==> config.mk <==
export PLATFORM = sky130hd
export DESIGN_NAME = vbw_add_arb
export DESIGN_NICKNAME = d
export VERILOG_FILES = /design/src/rtl/vbw_pkg.sv /design/src/rtl/rr_arbiter.sv /design/src/rtl/vbw_adder_nci.sv /design/src/rtl/vbw_add_arb.sv
export SDC_FILE = /design/constraint.sdc
export NUM_CORES = 1
export LEC_CHECK = 0
export BUFFER_PORTS_ARGS = -buffer_cell sky130_fd_sc_hd__buf_2
export CORE_AREA = 2 2 238 240
export CTS_CLUSTER_DIAMETER = 200
export DETAILED_ROUTE_END_ITERATION = 16
export DIE_AREA = 0 0 240 242
export SLEW_MARGIN = 0
export SYNTH_ARGS = -nofsm -noshare
export SYNTH_HDL_FRONTEND = slang
export SYNTH_HIERARCHICAL = 1
export SYNTH_SLANG_ARGS = --single-unit
==> constraint.sdc <==
create_clock -name clk -period 17.81 [get_ports clk]
set_clock_uncertainty 0.05 [all_clocks]
set_input_delay 1.781 -clock clk [delete_from_list [all_inputs] [get_ports clk]]
set_output_delay 1.781 -clock clk [all_outputs]
set_load 0.03 [all_outputs]
==> src/rtl/vbw_pkg.sv <==
// rtl/vbw_pkg.sv - shared constants and FSM encoding for the arbitrated vbw adder
package vbw_pkg;
    localparam int DW = 64;

    localparam logic [1:0] MODE_64 = 2'b00;
    localparam logic [1:0] MODE_32 = 2'b01;
    localparam logic [1:0] MODE_16 = 2'b10;
    localparam logic [1:0] MODE_8  = 2'b11;

    typedef enum logic {
        ST_IDLE = 1'b0,
        ST_LOCK = 1'b1
    } state_t;
endpackage

==> src/rtl/rr_arbiter.sv <==
// rtl/rr_arbiter.sv - round-robin grant with optional lock onto one requester
// Ports: i_req request vector, i_ptr highest-priority index, i_lock/i_lock_id
//        restrict grant to one requester, o_grant one-hot, o_id encoded grant.
module rr_arbiter #(
    parameter int NREQ = 4,
    parameter int IDW  = 2
) (
    input  logic [NREQ-1:0] i_req,
    input  logic [IDW-1:0]  i_ptr,
    input  logic            i_lock,
    input  logic [IDW-1:0]  i_lock_id,
    output logic [NREQ-1:0] o_grant,
    output logic [IDW-1:0]  o_id
);
    int w_idx;

    always_comb begin
        o_grant = '0;
        o_id    = '0;
        w_idx   = 0;
        if (i_lock) begin
            for (int i = 0; i < NREQ; i++) begin
                if (IDW'(i) == i_lock_id && i_req[i]) begin
                    o_grant[i] = 1'b1;
                    o_id       = i_lock_id;
                end
            end
        end else begin
            // Walk from farthest to nearest so the nearest valid request wins.
            for (int k = NREQ - 1; k >= 0; k--) begin
                w_idx = (int'(i_ptr) + k) % NREQ;
                if (i_req[w_idx]) begin
                    o_grant        = '0;
                    o_grant[w_idx] = 1'b1;
                    o_id           = IDW'(w_idx);
                end
            end
        end
    end
endmodule

==> src/rtl/vbw_adder_nci.sv <==
// rtl/vbw_adder_nci.sv - 64-bit lane-partitioned adder, no carry across lane boundaries
// Ports: i_a/i_b operands, i_ci carry into lane 0, i_mode lane split,
//        o_s sum, o_co carry out of the most significant lane.
module vbw_adder_nci
    import vbw_pkg::*;
(
    input  logic [DW-1:0] i_a,
    input  logic [DW-1:0] i_b,
    input  logic          i_ci,
    input  logic [1:0]    i_mode,
    output logic [DW-1:0] o_s,
    output logic          o_co
);
    logic [8:0] w_byte;
    logic       w_c;
    logic       w_brk;

    // Byte-sliced ripple; the carry chain is cut at every lane boundary.
    always_comb begin
        o_s    = '0;
        w_c    = i_ci;
        w_byte = '0;
        w_brk  = 1'b0;
        for (int k = 0; k < 8; k++) begin
            case (i_mode)
                MODE_8:  w_brk = 1'b1;
                MODE_16: w_brk = (k % 2) == 0;
                MODE_32: w_brk = (k % 4) == 0;
                default: w_brk = 1'b0;
            endcase
            if (k != 0 && w_brk) begin
                w_c = 1'b0;
            end
            w_byte = {1'b0, i_a[8*k +: 8]} + {1'b0, i_b[8*k +: 8]} + {8'd0, w_c};
            o_s[8*k +: 8] = w_byte[7:0];
            w_c = w_byte[8];
        end
        o_co = w_c;
    end
endmodule

==> src/rtl/vbw_add_arb.sv <==
// rtl/vbw_add_arb.sv - round-robin shared vbw adder with carry-chained multi-beat adds
// Ports: clk/rst_n; per-requester req_valid/req_ready/req_a/req_b/req_ci/req_mode/req_chain;
//        registered result rsp_valid/rsp_ready/rsp_id/rsp_s/rsp_co.
module vbw_add_arb
    import vbw_pkg::*;
#(
    parameter int NREQ = 4,
    parameter int IDW  = 2
) (
    input  logic               clk,
    input  logic               rst_n,
    input  logic [NREQ-1:0]    req_valid,
    output logic [NREQ-1:0]    req_ready,
    input  logic [NREQ*64-1:0] req_a,
    input  logic [NREQ*64-1:0] req_b,
    input  logic [NREQ-1:0]    req_ci,
    input  logic [NREQ*2-1:0]  req_mode,
    input  logic [NREQ-1:0]    req_chain,
    output logic               rsp_valid,
    input  logic               rsp_ready,
    output logic [IDW-1:0]     rsp_id,
    output logic [DW-1:0]      rsp_s,
    output logic               rsp_co
);
    state_t          r_state, w_state_nxt;
    logic [IDW-1:0]  r_ptr, r_lock_id;
    logic            r_carry;
    logic            r_rsp_valid, r_rsp_co;
    logic [IDW-1:0]  r_rsp_id;
    logic [DW-1:0]   r_rsp_s;

    logic [NREQ-1:0] w_grant;
    logic [IDW-1:0]  w_gid;
    logic            w_can, w_acc, w_lock;
    logic [DW-1:0]   w_a, w_b, w_s;
    logic [1:0]      w_mode;
    logic            w_ci_in, w_chain, w_ci, w_co;
    logic            w_mode64, w_chain_eff;

    assign w_lock = (r_state == ST_LOCK);
    assign w_can  = !r_rsp_valid || rsp_ready;

    rr_arbiter #(.NREQ(NREQ), .IDW(IDW)) u_arb (
        .i_req     (req_valid),
        .i_ptr     (r_ptr),
        .i_lock    (w_lock),
        .i_lock_id (r_lock_id),
        .o_grant   (w_grant),
        .o_id      (w_gid)
    );

    assign req_ready = rst_n ? (w_grant & {NREQ{w_can}}) : '0;
    assign w_acc     = |(req_valid & req_ready);

    always_comb begin
        w_a     = '0;
        w_b     = '0;
        w_mode  = MODE_64;
        w_ci_in = 1'b0;
        w_chain = 1'b0;
        for (int i = 0; i < NREQ; i++) begin
            if (IDW'(i) == w_gid) begin
                w_a     = req_a[64*i +: 64];
                w_b     = req_b[64*i +: 64];
                w_mode  = req_mode[2*i +: 2];
                w_ci_in = req_ci[i];
                w_chain = req_chain[i];
            end
        end
    end

    // Only full-width beats may carry into, or out to, another beat.
    assign w_mode64    = (w_mode == MODE_64);
    assign w_chain_eff = w_chain && w_mode64;

    vbw_adder_nci u_add (
        .i_a    (w_a),
        .i_b    (w_b),
        .i_ci   (w_ci),
        .i_mode (w_mode),
        .o_s    (w_s),
        .o_co   (w_co)
    );

    // FSM: state register
    always_ff @(posedge clk) begin
        if (!rst_n) begin
            r_state   <= ST_IDLE;
            r_ptr     <= '0;
            r_lock_id <= '0;
            r_carry   <= 1'b0;
        end else begin
            r_state <= w_state_nxt;
            if (w_acc) begin
                if (w_chain_eff) begin
                    r_lock_id <= w_gid;
                    r_carry   <= w_co;
                end else begin
                    r_ptr <= (w_gid == IDW'(NREQ - 1)) ? '0 : w_gid + IDW'(1);
                end
            end
        end
    end

    // FSM: next state
    always_comb begin
        w_state_nxt = r_state;
        if (w_acc) begin
            w_state_nxt = w_chain_eff ? ST_LOCK : ST_IDLE;
        end
    end

    // FSM: outputs (carry-in source)
    always_comb begin
        w_ci = 1'b0;
        if (w_mode64) begin
            w_ci = (r_state == ST_LOCK) ? r_carry : w_ci_in;
        end
    end

    always_ff @(posedge clk) begin
        if (!rst_n) begin
            r_rsp_valid <= 1'b0;
            r_rsp_s     <= '0;
            r_rsp_co    <= 1'b0;
            r_rsp_id    <= '0;
        end else if (w_acc) begin
            r_rsp_valid <= 1'b1;
            r_rsp_s     <= w_s;
            r_rsp_co    <= w_co && w_mode64;
            r_rsp_id    <= w_gid;
        end else if (rsp_ready) begin
            r_rsp_valid <= 1'b0;
        end
    end

    assign rsp_valid = r_rsp_valid;
    assign rsp_s     = r_rsp_s;
    assign rsp_co    = r_rsp_co;
    assign rsp_id    = r_rsp_id;
endmodule

==> results of run 1 <==
## critical path, delay by kind of cell
| family | cells | cell delay (ns) |
|---|---|---|
| AOI/OAI and AO/OA | 39 | 6.43 |
| and+or+nand+nor | 12 | 1.70 |
| muxes | 1 | 0.55 |
| buffers and inverters | 4 | 0.49 |
| adders and majority gates | 17 | 6.10 |
## flip-flops by register name, indices dropped and copies added (netlist names)
signal     flops
r_ptr          2
r_lock_id      2
r_state        1
r_carry        1
rsp_valid      1
rsp_id         2
rsp_s         64
rsp_co         1
## stage by stage
step           setup WS (ns)  util (%)  setup TNS, ns  area (sq um)  std cells
6_report               0.962      25.8              0         14400       2881
5_1_grt              -0.0441      25.8        -0.0754         14400       2881
4_1_cts                0.444      25.6              0         14300       2875
3_5_place_dp          0.0835      25.0              0         14000       2859
3_3_place_gp           0.185      25.0              0         14000       2859
2_1_floorplan           1.62         -              0         10200       1595
## logic make-up after synthesis
group / count (synthesis) / share of synthesized area, %
AOI/OAI and AO/OA: 607 / 34.0
xor gates and xnor gates: 44 / 3.77
adders and majority gates: 84 / 11.4
buffers and inverters: 160 / 6.58
DFF: 74 / 14.5
muxes: 8 / 1.22
and+or+nand+nor: 618 / 28.5
## worst min path at each step
stage / slack (ns) / from / end / depth (start not counted)
after floorplan: 0.38 / r_carry / r_carry / 2
final: 0.40 / rsp_s[62] / rsp_s[62] / 2
after global routing: 0.43 / r_carry / r_carry / 2
after CTS: 0.41 / rsp_s[25] / rsp_s[25] / 2
after detailed placement: 0.40 / r_carry / r_carry / 2
after global placement: 0.39 / r_carry / r_carry / 2
## metal layers
metal | vias to the layer above | GRT usage, % | routed length (um)
met2 | 485 | 27.9 | 23700
met1 | 5883 | 19.9 | 20700
li1 | 6600 | - | -
met3 | 51 | 3.53 | 3460
met4 | 4 | 4.91 | 1070
met5 | - | 0 | 16
## where the power goes
group / internal [mW] / switching [mW] / total (mW) / leakage, nW
Combinational: 1.12 / 1.67 / 2.78 / 5.68
Clock: 0.124 / 0.0892 / 0.213 / 0.152
Sequential: 0.201 / 0.0198 / 0.221 / 0.604
Total: 1.44 / 1.78 / 3.22 / 6.43
## layout make-up
class | count | share of cell area [%]
multi-input combinational | 1361 | 57.0
timing repair buffer | 641 | 23.0
sequential | 74 | 10.3
tap | 756 | 6.59
clock buffer | 9 | 1.57
inverter | 31 | 0.811
clock inverter | 7 | 0.706
antenna | 2 | 0.0349
## placed cells by master, fill, tap and decap left out, types with 9 or more instances in the layout
cell,instances
buf_2,606
nand2_1,416
a21oi_1,290
o21ai_0,147
nand3b_1,131
dfxtp_1,74
a21boi_0,69
ha_1,64
buf_4,33
xnor2_1,33
nor2_1,32
inv_1,30
a21o_1,21
fa_1,12
xor2_1,11
o21bai_1,10
o21a_1,10
clkbuf_16,9
## what timing repair did
| action | in CTS | in global routing |
|---|---|---|
| gates resized for setup | 0 | 16 |
| endpoints found under the setup margin | 0 | 8 |
| endpoints found under the hold margin | 0 | 0 |
| setup buffers | 0 | 4 |
==> run metrics, run 1 <==
status completed; area of the multi-input gates 8180 sq um; gpl congestion 0.947; Worst R2R End rsp_co; Worst R2R Start r_ptr[0]; Worst-path clk slew 0.07 ns; vias per cell 4.52; hold_buf cts 0; DRT Pass-1 Iters 5; WL/cell 17.0 um; Mapped Nets 2214; Syn-to-layout area delta 40.3%; fraction of layout instances using a drive strength above 1 32.3%; most common cell in the synthesized netlist nand2_1; Ys Warns 6; dominant cell type by area after synthesis nand2_1; die width 240 um; fin crit period 16.85 ns; maximum VDD drop 0.0975 mV; FMAX 59.4 MHz; Clock Path Buffers 2; ANT nets after route 0; Power, Total 3.22 mW; worst-path fanout max 8; CP Data Required Time 18.03 ns; GR Overflow Total 0; die height 242 um; initial antenna violation count 5; Crit. End Element register; setup slack, reg-to-reg 1.34 ns; TritonCTS buffer count 9; period utilisation layout 94.6%; asr flop ratio synth 0%; Critical Path End rsp_co; commonest register cell after synthesis dfxtp_1; Slew Limit Fails 0; most used cell, CP fa_1; drt initial violations 596; first-pass GRT wire length 71600 um; Max-slew headroom 37.4%; nets@finish 2737; Clock Latency Late Sink 0.37 ns; Root Buffer clkbuf_16; Starting Density 18.4%; crit path kind input port to register; Post-DP HPWL 39900 um; vias in the first global route 12400; hold slack final 0.405 ns; max_cap viols 0; Yosys cell types 56; leakage power 6.43 nW; Final Hold Viols 0; power per cell area 224 nW/um^2; die area 58100 sq um; FP Rows 87; worst slew pin tran 0.939 ns; Cells after Synth 1595; Synth top area share 15.3%; Mapped Avg Cell Area 6.41 sq um; flop and latch count out of synthesis 74; CP arrival 17.07 ns; startpoint types input port; mapped cell area 10200 sq um; All-Layer GR Usage 16.2%; drt total wl 48900 um; number of port buffers 606; Worst path slowest cell mux4_2; TritonCTS clock tree built; H-tree lvl count 3; Reg area 1480 sq um; Setup violations, final 0; DR vias 13000; largest net degree at the start of global routing 100; Hold Crit Class register to register; core outline area 55700 sq um; DR DRC count 0; reg2reg path depth 74; EDFF count, synth 0; Post-synth top cells 416 x nand2_1, 293 x a21oi_1, 149 x o21ai_0; Clock Sinks 74; Crit path largest cell delay 0.55 ns; sequential area share after synthesis 14.5%; Synth area leaders nand2_1 15%, dfxtp_1 14%, a21oi_1 14%; Setup crit start req_valid[1]; fill count 6470; IO Pins 607
Power figures use the tool's default switching activity.
==> run 2, diff against run 1 <==
--- a/config.mk
+++ b/config.mk
@@ -5,6 +5,7 @@
 export SDC_FILE = /design/constraint.sdc
 export NUM_CORES = 1
 export LEC_CHECK = 0
+export ABC_AREA = 1
 export BUFFER_PORTS_ARGS = -buffer_cell sky130_fd_sc_hd__buf_2
 export CORE_AREA = 2 2 238 240
 export CTS_CLUSTER_DIAMETER = 200
==> run 2 against run 1 <==
Against the previous run:
- sequential share of layout area is 0.10 points higher
- synthesized area is 0.21% lower
- highest routed layer unchanged
- via count is 5.5% higher
- worst hold slack better by 0.021 ns
- clock-buffer cell count is 2 higher
- critical path type unchanged
- largest cell class unchanged
- critical path depth stayed put
- non-clock buffer count is 18 lower
- routed wire length is 14% higher
- worst setup slack better by 2.5 ns
- die area stayed put
==> run metrics, run 2 <==
status completed (unchanged); largest family of logic cells by synthesized area simple AND/OR/NAND/NOR gates (was compound AO/OA/AOI/OAI gates); Slew Limit Fails 0 (unchanged); sequential area share after synthesis 14.5% (about the same); Crit. End Element register (unchanged); Syn-to-layout area delta 39.3% (was 40.3%); CP arrival 14.54 ns (was 17.07 ns); Ys Warns 6 (unchanged); Compound-Gate Fraction of Synth Area 31.1% (was 34.0%); RSZ-0062 raised after global routing false; Setup violations, final 0 (unchanged); period utilisation layout 80.4% (was 94.6%); crit path kind input port to register (unchanged); cts repair resizes 0 (unchanged); die height 242 um (unchanged); first-pass GRT wire length 78800 um (was 71600 um); Crit path max-delay family adder cells (was compound AO/OA/AOI/OAI gates); vias in the first global route 13000 (was 12400); DR DRC count 0 (unchanged); Hold Crit Class register to register (unchanged); max_cap viols 0 (unchanged); nets@finish 2839 (was 2737); Mapped Avg Cell Area 6.02 sq um (was 6.41 sq um); die width 240 um (unchanged); final setup TNS 0 ns (unchanged); number of flip-flops in the largest register 64 (unchanged); Cells after Synth 1695 (was 1595); commonest non-fill, non-tap cell in the layout buf_2 (unchanged); fill count 6493 (was 6470); GR Overflow Total 0 (unchanged); FP Rows 87 (unchanged); Worst-path clk slew 0.06 ns (was 0.07 ns); Starting Density 18.3% (was 18.4%); hold depth 2 (unchanged); reg2reg path depth 74 (unchanged); Synth Area in Adders 11.5% (was 11.4%); worst-path fanout max 40 (was 8); Post-DP HPWL 45500 um (was 39900 um); Synth area leaders dfxtp_1 15%, a21oi_1 14%, nand2_1 13% (was nand2_1 15%, dfxtp_1 14%, a21oi_1 14%); vias per cell 4.58 (was 4.52); DR vias 13700 (was 13000); dominant cell type by area after synthesis dfxtp_1 (was nand2_1); TritonCTS buffer count 9 (unchanged); startpoint types input port (unchanged); gpl congestion 0.899 (was 0.947); postcts setup bufs 0 (unchanged); multiplexer share of the synthesized area 0% (was 1.22%); ANT nets after route 0 (unchanged); asr flop ratio synth 0% (unchanged); drt total wl 55800 um (was 48900 um); hold path endpoint rsp_s[55] (was rsp_s[62]); fin crit period 14.32 ns (was 16.85 ns); drt initial violations 654 (was 596); flop and latch count out of synthesis 74 (unchanged); Synth top area share 14.5% (was 15.3%); WL/cell 18.6 um (was 17.0 um); Worst R2R End r_carry (was rsp_co); DRT Pass-1 Iters 7 (was 5); mapped cell area 10200 sq um (about the same); Clock Latency Late Sink 0.38 ns (was 0.37 ns); Worst Min Path Start rsp_s[55] (was rsp_s[62]); TritonCTS clock tree built (unchanged); largest net degree at the start of global routing 77 (was 100); fraction of layout instances using a drive strength above 1 30.3% (was 32.3%); All-Layer GR Usage 18.4% (was 16.2%); H-tree lvl count 3 (unchanged); Post-synth top cells 355 x nand2_1, 284 x nor2_1, 278 x a21oi_1 (was 416 x nand2_1, 293 x a21oi_1, 149 x o21ai_0); number of port buffers 606 (unchanged); initial antenna violation count 37 (was 5); FMAX 69.8 MHz (was 59.4 MHz); commonest register cell after synthesis dfxtp_1 (unchanged); simple-gate share of the synthesized area 31.2% (was 28.5%); die area 58100 sq um (unchanged); Clock Sinks 74 (unchanged); setup slack, reg-to-reg 3.96 ns (was 1.34 ns); Final Hold Viols 0 (unchanged); most frequent cells in the layout 606 x buf_2, 355 x nand2_1, 284 x nor2_1, 278 x a21oi_1, 109 x inv_1 (was 606 x buf_2, 416 x nand2_1, 290 x a21oi_1, 147 x o21ai_0, 131 x nand3b_1); IO Pins 607 (unchanged); Max-slew headroom 35.7% (was 37.4%); CP bufs+invs 9 (was 4); EDFF count, synth 0 (unchanged); most common cell in the synthesized netlist nand2_1 (unchanged); CP Data Required Time 18.03 ns (about the same); Yosys cell types 40 (was 56); Root Buffer clkbuf_16 (unchanged); Mapped Nets 2314 (was 2214); Crit path largest cell delay 0.45 ns (was 0.55 ns); Clock Path Buffers 2 (unchanged); Worst path slowest cell inv_4 (was mux4_2); placed instance count 2965 (was 2859); most used cell, CP nand2_1 (was fa_1); worst slew pin tran 0.964 ns (was 0.939 ns); hold_buf cts 0 (unchanged); core outline area 55700 sq um (unchanged); Worst R2R Start r_ptr[0] (unchanged); Post-Synth XOR/XNOR Area 2.06% (was 3.77%); Final Non-Filler Cells 3001 (was 2881)
run 2: changes by cell type after synthesis, sizes merged, moves of 21 or more:
cell    before  now
nand3        8   60
a21o        21    0
a22o         2  105
buf         35   68
a21boi      71    0
a22oi        0   24
clkbuf      94   41
nand2      416  365
o21ai      151   97
nand3b     131   15
inv         31  117
nor2        33  288
run 2: per-stage QoR:
| step | setup WS [ns] | hold slack, ns | instance area (sq um) | utilization (%) |
|---|---|---|---|---|
| 2_1_floorplan | 5.51 | 0.444 | 10200 | - |
| 3_3_place_gp | 3.25 | 0.408 | 13800 | 24.8 |
| 3_5_place_dp | 3.07 | 0.416 | 13800 | 24.8 |
| 4_1_cts | 3.46 | 0.431 | 14200 | 25.4 |
| 5_1_grt | 2.38 | 0.453 | 14200 | 25.5 |
| 6_report | 3.49 | 0.426 | 14200 | 25.5 |
run 2: area by class of cell:
type / count / area (sq um) / share of cell area (%)
clock buffer: 11 / 233 / 1.64
sequential: 74 / 1480 / 10.4
clock inverter: 5 / 103 / 0.722
multi-input combinational: 1395 / 7790 / 54.8
inverter: 117 / 449 / 3.16
timing repair buffer: 623 / 3160 / 22.2
tap: 756 / 946 / 6.65
antenna: 20 / 50.0 / 0.352
run 2: routing by layer:
metal / vias to the layer above / track usage, % / part of all wire (%)
li1: 6781 / - / -
met1: 6252 / 21.0 / 41
met2: 571 / 30.8 / 46
met3: 106 / 5.97 / 8.5
met4: 26 / 8.53 / 4.0
met5: - / 0 / 0.29
run 2: cells by family after synthesis:
| group | count (synthesis) |
|---|---|
| and+or+nand+nor | 756 |
| xor gates and xnor gates | 24 |
| adders and majority gates | 84 |
| AOI/OAI and AO/OA | 531 |
| buffers and inverters | 226 |
| DFF | 74 |
run 2: worst reg2reg max path: cells and delay by family, from the launching register on:
family,cells,cell delay (ns)
adder cells (fa/ha/maj),18,6.77
AO/OA/AOI/OAI,8,0.97
buffers and inverters,9,1.67
flip-flops,1,0.60
AND/OR/NAND/NOR,39,3.69
run 2: how the worst max path moves through the flow:
stage,from,end,slack (ns),cells past startpoint
6_report,req_valid[2],r_carry,3.49,73
5_1_grt,req_valid[2],r_carry,2.38,73
4_1_cts,req_valid[2],rsp_co,3.46,73
3_5_place_dp,req_valid[2],rsp_co,3.07,73
3_3_place_gp,req_valid[2],rsp_co,3.25,73
2_1_floorplan,req_valid[2],rsp_s[60],5.51,71
Power of run 2 is not shown: default switching activity piles up to over one toggle a cycle in this logic, so the estimate is an artifact.
==> run 3, diff against run 2 <==
--- a/config.mk
+++ b/config.mk
@@ -5,7 +5,7 @@
 export SDC_FILE = /design/constraint.sdc
 export NUM_CORES = 1
 export LEC_CHECK = 0
-export ABC_AREA = 1
+export ABC_AREA = 0
 export BUFFER_PORTS_ARGS = -buffer_cell sky130_fd_sc_hd__buf_2
 export CORE_AREA = 2 2 238 240
 export CTS_CLUSTER_DIAMETER = 200
==> constraint.sdc (replaced) <==
create_clock -name clk -period 13.9 [get_ports clk]
set_clock_uncertainty 0.05 [all_clocks]
set_input_delay 1.39 -clock clk [delete_from_list [all_inputs] [get_ports clk]]
set_output_delay 1.39 -clock clk [all_outputs]
set_load 0.03 [all_outputs]
==> run 3 against run 2 <==
Against the previous run:
- the run now ends with setup timing left
- flip-flop and latch count is the same
- utilization grew 2.2 points
- cell count shrank 0.57%
- register-to-register slack lost 4.9 ns
- final area grew 8.5%
- first-iteration DRC count shrank 15%
- critical path depth grew 1
- global-route usage shrank 2.6 points
==> run metrics, run 3 (synthesis results as in run 1) <==
Clock Sinks 74 (unchanged); fraction of layout instances using a drive strength above 1 37.6% (was 30.3%); TritonCTS buffer count 9 (unchanged); Crit. End Element register (unchanged); power per cell area 300 nW/um^2; drt total wl 48100 um (was 55800 um); commonest non-fill, non-tap cell in the layout buf_2 (unchanged); RSZ-0062 raised after global routing true (was false); fin crit period 15.32 ns; Post-DP HPWL 38400 um (was 45500 um); post-layout worst setup margin -1.42 ns (was 3.49 ns); Final Hold Viols 0 (unchanged); DR DRC count 0 (unchanged); Starting Density 18.4% (was 18.3%); most frequent cells in the layout 601 x buf_2, 415 x nand2_1, 280 x a21oi_1, 141 x o21ai_0, 131 x nand3b_1 (was 606 x buf_2, 355 x nand2_1, 284 x nor2_1, 278 x a21oi_1, 109 x inv_1); met2 Track Usage GR 26.4% (was 30.8%); Crit path largest cell delay 0.48 ns (was 0.45 ns); DRT Pass-1 Iters 5 (was 7); Max-slew headroom 34.9% (was 35.7%); FMAX 65.3 MHz; first-pass GRT wire length 70600 um (was 78800 um); crit path kind input port to register (unchanged); Clock Latency Late Sink 0.37 ns (was 0.38 ns); H-tree lvl count 3 (unchanged); most used cell, CP fa_2 (was nand2_1); die height 242 um (unchanged); max_cap viols 0 (unchanged); IO Pins 607 (unchanged); drt initial violations 554 (was 654); violated checks setup timing; grt met3 use 2.68% (was 5.97%); TritonCTS clock tree built (unchanged); met1 Usage GRT 20.1% (was 21.0%); Clock Path Buffers 2 (unchanged); die width 240 um (unchanged); final instance area 15400 sq um (was 14200 sq um); WL/cell 16.1 um (was 18.6 um); Slew Limit Fails 0 (unchanged); FP Rows 87 (unchanged); Setup violations, final 11 (was 0); CP arrival 15.54 ns (was 14.54 ns); Reg area 1480 sq um (unchanged); startpoint types input port (unchanged); maximum VDD drop 0.122 mV; gpl congestion 0.897 (was 0.899); vias per cell 4.45 (was 4.58); Worst path slowest cell mux4_2 (was inv_4); placed instance count 2935 (was 2965); CP Data Required Time 14.12 ns (was 18.03 ns); Root Buffer clkbuf_16 (unchanged); All-Layer GR Usage 15.8% (was 18.4%); status complete, but fails checks (was completed); worst-path fanout max 5 (was 40); fill count 6397 (was 6493); leakage power 7.00 nW; area of the multi-input gates 8370 sq um (was 7790 sq um); nets@finish 2841 (was 2839); Final Non-Filler Cells 2984 (was 3001); dpl cell area 14600 sq um (was 13800 sq um); core outline area 55700 sq um (unchanged); Worst-path clk slew 0.07 ns (was 0.06 ns); largest net degree at the start of global routing 109 (was 77); Hold Crit Class register to register (unchanged); vias in the first global route 12600 (was 13000); gr busiest metal met2 (unchanged); worst slew pin tran 0.976 ns (was 0.964 ns); period utilisation layout 110%; DP Worst Slack -2.32 ns (was 3.07 ns); GR Overflow Total 0 (unchanged); DR vias 13300 (was 13700); die area 58100 sq um (unchanged); Syn-to-layout area delta 50.9% (was 39.3%); initial antenna violation count 6 (was 37); number of flip-flops in the largest register 64 (unchanged); number of port buffers 606 (unchanged); Power, Total 4.63 mW; ANT nets after route 0 (unchanged)
[run 3: repair_timing]
item	4_1_cts	5_1_grt
cloned	0	2
setup endpoints to repair	17	17
resized for setup	42	27
setup buffers	13	18
hold buffers	0	0
pin swaps	39	29
[run 3: area by class of cell]
| cell class | count | area share [%] |
|---|---|---|
| Antenna cell | 2 | 0.0324 |
| Clock buffer | 10 | 1.48 |
| Clock inverter | 5 | 0.519 |
| Inverter | 31 | 0.795 |
| Multi-Input combinational cell | 1361 | 54.3 |
| Sequential cell | 74 | 9.60 |
| Tap cell | 756 | 6.13 |
| Timing Repair Buffer | 745 | 27.2 |
[run 3: final timing paths]
path / startpoint / to / slack, ns / cells after the start
setup / recovery: req_valid[1] / rsp_co / -1.42 / 74
hold reg to reg: rsp_s[56] / rsp_s[56] / 0.40 / 2
setup reg to reg: r_ptr[0] / rsp_co / -0.94 / 76
hold / removal: rsp_s[56] / rsp_s[56] / 0.40 / 2
[run 3: critical path: cells and delay by family]
kind / cells / cell delay (ns)
AO/OA/AOI/OAI: 39 / 5.84
adder cells (fa/ha/maj): 17 / 5.57
buffers and inverters: 5 / 0.49
AND/OR/NAND/NOR: 12 / 1.75
multiplexers: 1 / 0.48
[run 3: per-layer routing]
metal | routed length [um] | vias up
li1 | - | 6797
met2 | 22700 | 433
met5 | 31 | -
met4 | 1320 | 4
met3 | 2770 | 52
met1 | 21300 | 5978
[run 3: where the power goes]
group / total (mW) / switching [mW] / internal [mW]
combinational: 4.08 / 2.27 / 1.82
clock: 0.268 / 0.112 / 0.156
sequential: 0.277 / 0.0193 / 0.258
total: 4.63 / 2.40 / 2.23
[run 3: per-stage QoR]
stage | utilization (%) | hold WS, ns | TNS (ns)
5_1_grt | 27.7 | 0.422 | -22.41
4_1_cts | 27.2 | 0.400 | -12.58
3_5_place_dp | 26.2 | 0.394 | -23.32
2_1_floorplan | - | 0.381 | -6.49
6_report | 27.7 | 0.402 | -11.63
3_3_place_gp | 26.2 | 0.389 | -22.50
